==> config.mk <==
export PLATFORM = sky130hd
export DESIGN_NAME = ssp_rx_deframer
export DESIGN_NICKNAME = d
export VERILOG_FILES = /design/src/rtl/ssp_rx_deframer.sv
export SDC_FILE = /design/constraint.sdc
export NUM_CORES = 1
export LEC_CHECK = 0
export ABC_AREA = 1
export CAP_MARGIN = 20
export CORE_ASPECT_RATIO = 1.1
export CORE_MARGIN = 2
export CORE_UTILIZATION = 45
export CTS_BUF_LIST = sky130_fd_sc_hd__clkbuf_4
export DETAILED_ROUTE_END_ITERATION = 8
export PLACE_DENSITY = 0.62
export SLEW_MARGIN = 10
export SYNTH_ARGS = -nofsm -noshare
export SYNTH_HDL_FRONTEND = slang
export SYNTH_SLANG_ARGS = --single-unit
==> constraint.sdc <==
create_clock -name PCLK -period 3.45 [get_ports PCLK]
set_input_delay 0.69 -clock PCLK [delete_from_list [all_inputs] [get_ports PCLK]]
set_output_delay 0.69 -clock PCLK [all_outputs]
set_load 0.05 [all_outputs]
==> src/rtl/ssp_rx_deframer.sv <==
// rtl/ssp_rx_deframer.sv - PCLK-domain SSP receive deframer with show-ahead byte FIFO
module ssp_rx_deframer #(
  parameter int SYNC_STAGES = 2,
  parameter int FIFO_DEPTH  = 4
) (
  input  logic                          PCLK,
  input  logic                          CLEAR,
  input  logic                          SSPCLKIN,
  input  logic                          SSPFSSIN,
  input  logic                          SSPRXD,
  input  logic                          rx_read,
  input  logic                          ovr_clr,
  output logic [7:0]                    rx_data,
  output logic                          rx_valid,
  output logic [$clog2(FIFO_DEPTH):0]   rx_level,
  output logic                          overrun,
  output logic                          frame_err
);

  localparam int AW = $clog2(FIFO_DEPTH);
  localparam logic [AW:0] ONE = {{AW{1'b0}}, 1'b1};

  typedef enum logic {IDLE, SHIFT} state_t;

  logic [SYNC_STAGES-1:0] clk_sync;
  logic [SYNC_STAGES-1:0] fss_sync;
  logic [SYNC_STAGES-1:0] rxd_sync;
  logic                   clk_d;
  logic                   sync_clk;
  logic                   sync_fss;
  logic                   sync_rxd;
  logic                   clk_rise;

  state_t     state;
  state_t     state_nxt;
  logic [2:0] cnt;
  logic [2:0] cnt_nxt;
  logic [7:0] shreg;
  logic [7:0] shreg_nxt;
  logic       push;
  logic [7:0] push_byte;

  logic [7:0]  mem [FIFO_DEPTH];
  logic [AW:0] wr_ptr;
  logic [AW:0] rd_ptr;
  logic        empty;
  logic        full;
  logic        do_pop;
  logic        do_push;

  // Input synchronizers; the serial clock gets one extra flop for edge detection.
  always_ff @(posedge PCLK or posedge CLEAR) begin
    if (CLEAR) begin
      clk_sync <= '0;
      fss_sync <= '0;
      rxd_sync <= '0;
      clk_d    <= 1'b0;
    end else begin
      clk_sync <= {clk_sync[SYNC_STAGES-2:0], SSPCLKIN};
      fss_sync <= {fss_sync[SYNC_STAGES-2:0], SSPFSSIN};
      rxd_sync <= {rxd_sync[SYNC_STAGES-2:0], SSPRXD};
      clk_d    <= clk_sync[SYNC_STAGES-1];
    end
  end

  assign sync_clk = clk_sync[SYNC_STAGES-1];
  assign sync_fss = fss_sync[SYNC_STAGES-1];
  assign sync_rxd = rxd_sync[SYNC_STAGES-1];
  assign clk_rise = sync_clk & ~clk_d;

  always_ff @(posedge PCLK or posedge CLEAR) begin
    if (CLEAR) begin
      state <= IDLE;
      cnt   <= 3'd0;
      shreg <= 8'h00;
    end else begin
      state <= state_nxt;
      cnt   <= cnt_nxt;
      shreg <= shreg_nxt;
    end
  end

  // Left shift fills MSB first; after eight shifts every bit is fresh, so no clear needed.
  always_comb begin
    state_nxt = state;
    cnt_nxt   = cnt;
    shreg_nxt = shreg;
    if (clk_rise) begin
      case (state)
        IDLE: begin
          if (sync_fss) begin
            state_nxt = SHIFT;
            cnt_nxt   = 3'd0;
          end
        end
        SHIFT: begin
          if (sync_fss) begin
            cnt_nxt = 3'd0;
          end else begin
            shreg_nxt = {shreg[6:0], sync_rxd};
            if (cnt == 3'd7) begin
              state_nxt = IDLE;
              cnt_nxt   = 3'd0;
            end else begin
              cnt_nxt = cnt + 3'd1;
            end
          end
        end
        default: begin
          state_nxt = IDLE;
          cnt_nxt   = 3'd0;
        end
      endcase
    end
  end

  always_comb begin
    push      = 1'b0;
    frame_err = 1'b0;
    if (clk_rise && state == SHIFT) begin
      if (sync_fss) begin
        frame_err = (cnt != 3'd0);
      end else begin
        push = (cnt == 3'd7);
      end
    end
  end

  assign push_byte = {shreg[6:0], sync_rxd};

  assign empty   = (wr_ptr == rd_ptr);
  assign full    = (wr_ptr[AW] != rd_ptr[AW]) && (wr_ptr[AW-1:0] == rd_ptr[AW-1:0]);
  assign do_pop  = rx_read & ~empty;
  // A pop in the same cycle frees the slot, so a push into a full FIFO still lands.
  assign do_push = push & (~full | do_pop);

  always_ff @(posedge PCLK) begin
    if (do_push) begin
      mem[wr_ptr[AW-1:0]] <= push_byte;
    end
  end

  always_ff @(posedge PCLK or posedge CLEAR) begin
    if (CLEAR) begin
      wr_ptr   <= '0;
      rd_ptr   <= '0;
      rx_level <= '0;
      overrun  <= 1'b0;
    end else begin
      if (do_push) begin
        wr_ptr <= wr_ptr + ONE;
      end
      if (do_pop) begin
        rd_ptr <= rd_ptr + ONE;
      end
      case ({do_push, do_pop})
        2'b10:   rx_level <= rx_level + ONE;
        2'b01:   rx_level <= rx_level - ONE;
        default: rx_level <= rx_level;
      endcase
      if (push && !do_push) begin
        overrun <= 1'b1;
      end else if (ovr_clr) begin
        overrun <= 1'b0;
      end
    end
  end

  assign rx_valid = ~empty;
  assign rx_data  = empty ? 8'h00 : mem[rd_ptr[AW-1:0]];

endmodule

Yosys cells after proc, flatten, opt, wreduce, memory -nomap -nowiden
Memories as Yosys holds them, arrays and structs flattened.
Index checks and enable logic that the tools add are counted.
- bits in registers: 28
- RAM bits: 32
- bits of input ports: 7
- output and inout port bits: 14
- word-level logic and storage cells: 60
- memories kept: 1
- memories (memory ; depth ; bits a word ; read ports ; clocked after Yosys merged registers in ; wr ports ; RTL line ; text):
    mem ; 4 ; 8 ; 1 ; 0 ; 1 ; 43 ; logic [7:0] mem [FIFO_DEPTH];
- add/sub/neg operators: 5
- equality and inequality tests: 7
- multiplexer cells: 18
- bitwise operators: 9
- reduce and logical (&&, ||, !) cells: 9
- operators with widths (cell ; count):
    adder 3 x 1 -> 3 bit, second input constant ; 4
    case mux 3 bit (2 select lines) ; 2
    two-way mux 1 bit ; 11
    two-way mux 3 bit ; 3
    two-way mux 8 bit ; 1
    inverter 1 bit ; 5
    nonzero test 2 bit ; 2
    bitwise AND 1 bit ; 3
    == test 3 bit ; 1
    == test 3 bit, second input constant ; 1
    logical AND 1 bit ; 3
    AND reduction 3 bit ; 1
    nonzero test 3 bit ; 1
    subtractor 3 x 1 -> 3 bit, second input constant ; 1
    == test 2 x 1 -> 1 bit, second input constant ; 1
    == test 2 bit ; 1
    == test 2 bit, second input constant ; 1
    != test 2 bit, second input constant ; 1
    case mux 1 bit (2 select lines) ; 1
    AND reduction 2 bit ; 1
    logical NOT 1 bit ; 1
    != test 1 bit ; 1
    OR 1 bit ; 1

Logic depth before layout (Yosys ltp)
Gate-level depths: netlist of the first run.
- depth in word-level cells: 8
- mapped depth: 12
- mapped depth without buffers: 11

Least setup slack after synthesis of the first run
OpenSTA, ideal clock, no wires.
- path kind: reg2out
- from: register cnt[0]
- to: output frame_err
- arrival: 1.784 ns
- required time: 2.760 ns
- path slack: 0.976 ns
- stages on the path, launching flop included: 4
- path through: dfrtp_1 -> inv_1 -> ha_1 -> a211oi_1
- word-level cells in the longest chain between the ends: 3
- ends and longest elaborated chain (element ; RTL line ; text):
    from (decl) ; 36 ; logic [2:0] cnt;
    from (signal assigned) ; 78 ; cnt <= cnt_nxt;
    nonzero test 3 bit ; 122 ; frame_err = (cnt != 3'd0);
    two-way mux 1 bit ; 121 ; if (sync_fss) begin
    two-way mux 1 bit ; 120 ; if (clk_rise && state == SHIFT) begin
    to (decl) ; 17 ; output logic frame_err
Every way passes these cells.

Worst setup path in the final report of the first run
- from: register rd_ptr[0]
- to: output rx_data[0]
- word-level cells in the longest chain between the ends: 2
- elaborated cells on any way between the ends: 3
- those cells by class: eq/ne: 1; mux: 1; memory: 1
- ends and longest elaborated chain (element ; RTL line ; text):
    from (decl) ; 45 ; logic [AW:0] rd_ptr;
    from (signal assigned) ; 154 ; rd_ptr <= rd_ptr + ONE;
    memory read (4 x 8 bit) or == test 3 bit (tied branches) ; -- ;
    two-way mux 8 bit * ; 170 ; assign rx_data = empty ? 8'h00 : mem[rd_ptr[AW-1:0]];
    to (decl) ; 13 ; output logic [7:0] rx_data,
Every way passes the cells marked *; elsewhere a longest branch is shown, timed or not.

==> results.tsv, run 1 <==
metric	value	unit
status	complete, no violations	
cp-start-kind	flop	
synth_flop_cell	edfxtp_1	
io_buffers	20	
clk_latency	390	ps
worstMarginPinSlew	520	ps
dpl.hpwl	3080	um
synthSimpleGateAreaFrac	0.146	
dr_total_vias	1648	
h-tree-depth	3	
first_global_vias	1590	
grt_max_degree	29	
final_common_cell	edfxtp_1	
synthTopCellsByArea	edfxtp_1, dfrtp_1, inv_1	
die_x	77.1	um
syn_area	2640	um^2
grt_pass1_wl	7640	um
period_share	0.931	
cts_tree	yes	
crit_type	flop to output port	
synth_nets	248	
synth_fa_ha_area_frac	0.0455	
peakVddDrop	417	uV
final_layout_size_suffix_gt1_frac	0.165	
root_buffer	clkbuf_4	
wl_met3	151	um
synth_top_family_by_area	simple AND/OR/NAND/NOR gates	
max_freq	311	MHz
gp_congestion	0.788	
dr.pass1.iters	4	
grt_usage	0.155	
viasPerCell	4.80	
postCtsHoldBufs	0	
crit_fanout	13	
num_rows	29	
cp.arrival	2520	ps
rsz0062_at_grt	false	
synth_top_area_frac	0.364	
synth_largest_area_cell	edfxtp_1	
reg2regPathDepth	10	
min_delay_path_depth	0	
cts_sinks	60	
area_growth	17.2	%
drt-wirelength-per-cell	13.3	um
fin_skew	10.4	ps
max-clock-path-buffers	2	
p_leak	1.33	nW
met2WireLength	2150	um
ant_nets	0	
cts_inserted_buffers	9	
cts.clk_slew.worst_paths	100	ps
maxCapViolations	0	
maxSlewViolCount	0	
nets	277	
dr.max_layer_used	met4	
start_util	0.461	
preCtsSetupSlack	647	ps
setup_violations	0	
async_reset_ff_frac	0.467	
post_cts_buffers	0	
wl_met1	2180	um
synth_mux_area_frac	0.0128	
ys_ff_latch	60	
synth_compound_area_frac	0.0758	
synth_cell_type_count	28	
hold_viol	0	
ys_seq_area_frac	0.629	
synth.avg_cell_area	11.4	um^2
synthXorXnorAreaFrac	0.0166	
final_cell_area	3100	um^2
placed_area	2920	um^2
powerDensity	857	nW/um^2
drc	0	
hp-class	flop to flop	
relSlewSlack	0.653	
globalRoute.totalOverflow	0	
crit_required	2760	ps
cts_resized	0	
diodes	0	
synth_edf_count	32	
setup_ws	237	ps
syn_inst	232	
fin_tns_setup	0	ps
antenna_found_initial	0	
core	5730	um^2
yosys_warnings	0	
dieHeight	84.4	um
period_needed	3210	ps
final_cell_mix	edfxtp_1, inv_1, dfrtp_1	
end_kind	output port	
drt_iter0_drc	138	
boundaryPins	21	
wirelength	4560	um
dieArea	6500	um^2
## sequential cells by signal, summed over array words and instances (netlist names)
name	cells
rx_level	3
cnt	3
rd_ptr	3
clk_sync	2
wr_ptr	3
rxd_sync	2
mem	32
overrun	1
clk_d	1
state	1
shreg	7
fss_sync	2
## worst max-delay path, cell delays in order (launching register included)
cell and delay [ps]:
dfrtp_1 680, buf_4 250, o21ai_0 90, o22ai_1 180, nand2_1 80, inv_1 60, clkdlybuf4s50_1 790
## kinds of logic after synthesis
kind of cell / Yosys count
xor+xnor: 5
simple gates: 76
compound gates: 37
mux: 3
fa+ha+maj: 9
buf+inv: 42
flops: 60
## metal layers
| metal | up-vias | track usage |
|---|---|---|
| li1 | 824 | - |
| met1 | 788 | 0.205 |
| met2 | 29 | 0.242 |
| met3 | 7 | 0.0398 |
| met4 | 0 | 0.0731 |
| met5 | - | 0 |
## final cells by class
type | instances | area [um^2]
Clock buffer | 10 | 75.1
Clock inverter | 6 | 103
Fill cell | 511 | 2640
Inverter | 35 | 140
Multi-Input combinational cell | 130 | 785
Sequential cell | 60 | 1660
Tap cell | 77 | 96.3
Timing Repair Buffer | 25 | 238
## Yosys cell counts, drive strengths merged (2+ instances only)
cell and number:
a21oi 5, nand3 9, o21ai 21, o22ai 10
ha 8, edfxtp 32, buf 7, nand2 37
inv 34, nand4 2, nor2 28, dfrtp 28
mux2 3, xor2 5
## path summary, 6_finish.rpt
check,from,end,slack (ps)
worst max-delay path,rd_ptr[0]$_DFFE_PP0P_,rx_data[0],240
worst min-delay path,rxd_sync[0]$_DFF_PP0_,rxd_sync[1]$_DFF_PP0_,360
worst max register to register,rd_ptr[0]$_DFFE_PP0P_,rx_level[2]$_DFFE_PP0P_,1290
worst min register to register,rxd_sync[0]$_DFF_PP0_,rxd_sync[1]$_DFF_PP0_,360
max in group asynchronous,CLEAR,shreg[4]$_DFFE_PP0P_,2520
min in group asynchronous,CLEAR,cnt[0]$_DFFE_PP0P_,660
## stage by stage
stage | power, mW | hold slack (ps) | cells | utilization
global route | 2.80 | 376 | 343 | 0.540
detailed placement | 2.06 | 338 | 327 | 0.509
finish | 2.65 | 364 | 343 | 0.540
global placement | 2.05 | 335 | 327 | 0.509
floorplan | 1.78 | 331 | 232 | -
CTS | 2.68 | 365 | 343 | 0.540
## where the power goes
group	total (mW)	internal, mW	switching, mW
sequential	0.981	0.864	0.117
combinational	1.05	0.355	0.699
clock	0.619	0.370	0.249
total	2.65	1.59	1.06
(Power assumes the default switching activity.)
==> run 2, diff against run 1 <==
--- a/config.mk
+++ b/config.mk
@@ -9,10 +9,10 @@
 export CAP_MARGIN = 20
 export CORE_ASPECT_RATIO = 1.1
 export CORE_MARGIN = 2
-export CORE_UTILIZATION = 45
+export CORE_UTILIZATION = 50
 export CTS_BUF_LIST = sky130_fd_sc_hd__clkbuf_4
 export DETAILED_ROUTE_END_ITERATION = 8
-export PLACE_DENSITY = 0.62
+export PLACE_DENSITY = 0.68
 export SLEW_MARGIN = 10
 export SYNTH_ARGS = -nofsm -noshare
 export SYNTH_HDL_FRONTEND = slang
==> run 2 against run 1 <==
Against the previous run: global-route usage increased by 1.9 points; sequential cell count unchanged; critical path depth increased by 2; largest cell class unchanged; combinational power about the same; largest power group unchanged.
==> results.tsv, run 2 (synthesized netlist as in run 1, its figures left out) <==
metric	value	unit	change
status	complete, no violations		
final_cells	323		-5.8%
first_global_vias	1568		-1.4%
drc	0		unchanged
placed_cells	307		-6.1%
cp-start-kind	flop		
nets	276		-0.36%
swShare	0.427		+0.0259
relSlewSlack	0.486		-0.168
die_x	73.3	um	-4.9%
grt_pass1_wl	7420	um	-2.8%
core	5070	um^2	-12%
p_sw	1.03	mW	-2.8%
final_cell_area	3000	um^2	-3.3%
internal_power	1.39	mW	-13%
gp_congestion	0.766		-2.8%
diodes	0		unchanged
period_share	0.915		-0.0166
pwr-share-clk	0.161		-0.072
hold_viol	0		unchanged
dieHeight	80.2	um	-4.9%
drt_iter0_drc	116		-16%
pwr-share-seq	0.398		+0.028
p_comb_frac	0.441		+0.044
met2WireLength	2060	um	-4.1%
worstMarginPinSlew	769	ps	+249 ps
maxCapViolations	0		unchanged
clk_latency	380	ps	about the same
io_buffers	20		unchanged
post_cts_buffers	0		unchanged
area_growth	13.4	%	
period_needed	3160	ps	-57.2 ps
grt_usage	0.174		+0.0190
fin_util	0.591		+0.0510
setup_violations	0		unchanged
crit_type	flop to output port		
setup_ws	295	ps	+57.2 ps
start_util	0.521		+0.0605
drt-wirelength-per-cell	13.3	um	+0.24%
cts_tree	yes		
end_kind	output port		
antenna_found_initial	0		unchanged
rsz0062_at_grt	false		
h-tree-depth	3		unchanged
crit_fanout	19		+6
root_buffer	clkbuf_4		
cts_inserted_buffers	9		unchanged
max_freq	317	MHz	+1.8%
fin_tns_setup	0	ps	unchanged
final_layout_size_suffix_gt1_frac	0.162		-0.00315
final_cell_mix	edfxtp_1, inv_1, dfrtp_1		
p_leak	1.30	nW	-2.6%
ant_nets	0		unchanged
cts_sinks	60		unchanged
dieArea	5880	um^2	-9.5%
preCtsSetupSlack	721	ps	+73.5 ps
viasPerCell	5.01		+4.2%
wirelength	4310	um	-5.6%
dpl.hpwl	3040	um	-1.1%
dr.pass1.iters	4		unchanged
maxSlewViolCount	0		unchanged
cp.arrival	2470	ps	-50 ps
crit_required	2760	ps	about the same
peakVddDrop	394	uV	-5.5%
final_common_cell	edfxtp_1		
nFillCells	446		-13%
globalRoute.totalOverflow	0		unchanged
dr_total_vias	1617		-1.9%
postCtsHoldBufs	0		unchanged
cts.clk_slew.worst_paths	90	ps	about the same
max-clock-path-buffers	2		unchanged
placed_area	2890	um^2	-1.1%
num_rows	27		-6.9%
boundaryPins	21		unchanged
fin_skew	16.8	ps	+6.43 ps
dr.max_layer_used	met4		
powerDensity	808	nW/um^2	-5.6%
grt_max_degree	29		unchanged
wl_met3	220	um	+46%
wl_met1	2000	um	-8.4%
largest_register_ffs	32		unchanged
cts_resized	0		unchanged
hp-class	flop to flop		
[run 2: cell count changes in the layout (fill, tap and decap cells not counted)]
| cell | before | now |
|---|---|---|
| clkinv_2 | 2 | 3 |
| clkbuf_4 | 10 | 12 |
| bufinv_16 | 3 | 0 |
| buf_4 | 5 | 4 |
[run 2: cell type report]
type                    count  area, um^2  area share
clock inverters             4        17.5     0.00585
repair buffers             24         230      0.0768
flip-flops and latches     60        1660       0.554
multi-input cells         130         785       0.262
clock buffers              12        90.1      0.0301
inverters                  35         140      0.0468
well taps                  58        72.6      0.0242
[run 2: per-layer routing]
| metal | vias to the layer above | global-route usage |
|---|---|---|
| li1 | 829 | - |
| met1 | 755 | 0.224 |
| met2 | 31 | 0.268 |
| met3 | 2 | 0.0615 |
| met4 | 0 | 0.0709 |
| met5 | - | 0 |
[run 2: stage by stage]
step                power, mW  hold WS, ps
detailed placement       2.05          340
global route             2.59          369
global placement         2.04          334
floorplan                1.78          331
CTS                      2.45          362
finish                   2.42          357
[run 2: path summary, 6_finish.rpt]
check                                           start                 endpoint  slack (ps)  depth (start not counted)
worst max-delay path            rd_ptr[0]$_DFFE_PP0P_               rx_data[0]         290                          8
worst min-delay path            fss_sync[0]$_DFF_PP0_    fss_sync[1]$_DFF_PP0_         360                          0
worst max register to register  rd_ptr[0]$_DFFE_PP0P_      mem[1][0]$_DFFE_PP_        1300                          8
worst min register to register  fss_sync[0]$_DFF_PP0_    fss_sync[1]$_DFF_PP0_         360                          0
max in group asynchronous                       CLEAR    rxd_sync[1]$_DFF_PP0_        2520                          3
min in group asynchronous                       CLEAR  rx_level[1]$_DFFE_PP0P_         650                          3
[run 2: critical path: stages, from the launching register on]
cell	delay (ps)
dfrtp_1	480
buf_4	260
inv_8	80
nand2_2	60
nand2_2	60
nand3_4	180
nand2_1	110
inv_1	60
clkdlybuf4s50_1	790
[run 2: power by group through the flow]
stage / logic [mW] / clock network [mW] / registers [mW]
floorplan: 0.785 / 0 / 0.996
global placement: 1.07 / 0 / 0.973
detailed placement: 1.07 / 0 / 0.978
CTS: 1.08 / 0.411 / 0.963
global route: 1.17 / 0.441 / 0.981
finish: 1.07 / 0.390 / 0.963
==> run 3, diff against run 2 <==
--- a/config.mk
+++ b/config.mk
@@ -17,3 +17,4 @@
 export SYNTH_ARGS = -nofsm -noshare
 export SYNTH_HDL_FRONTEND = slang
 export SYNTH_SLANG_ARGS = --single-unit
+export TNS_END_PERCENT = 20
==> results of run 3 <==
No change in the layout: final DEF, timing and power equal those of run 2.
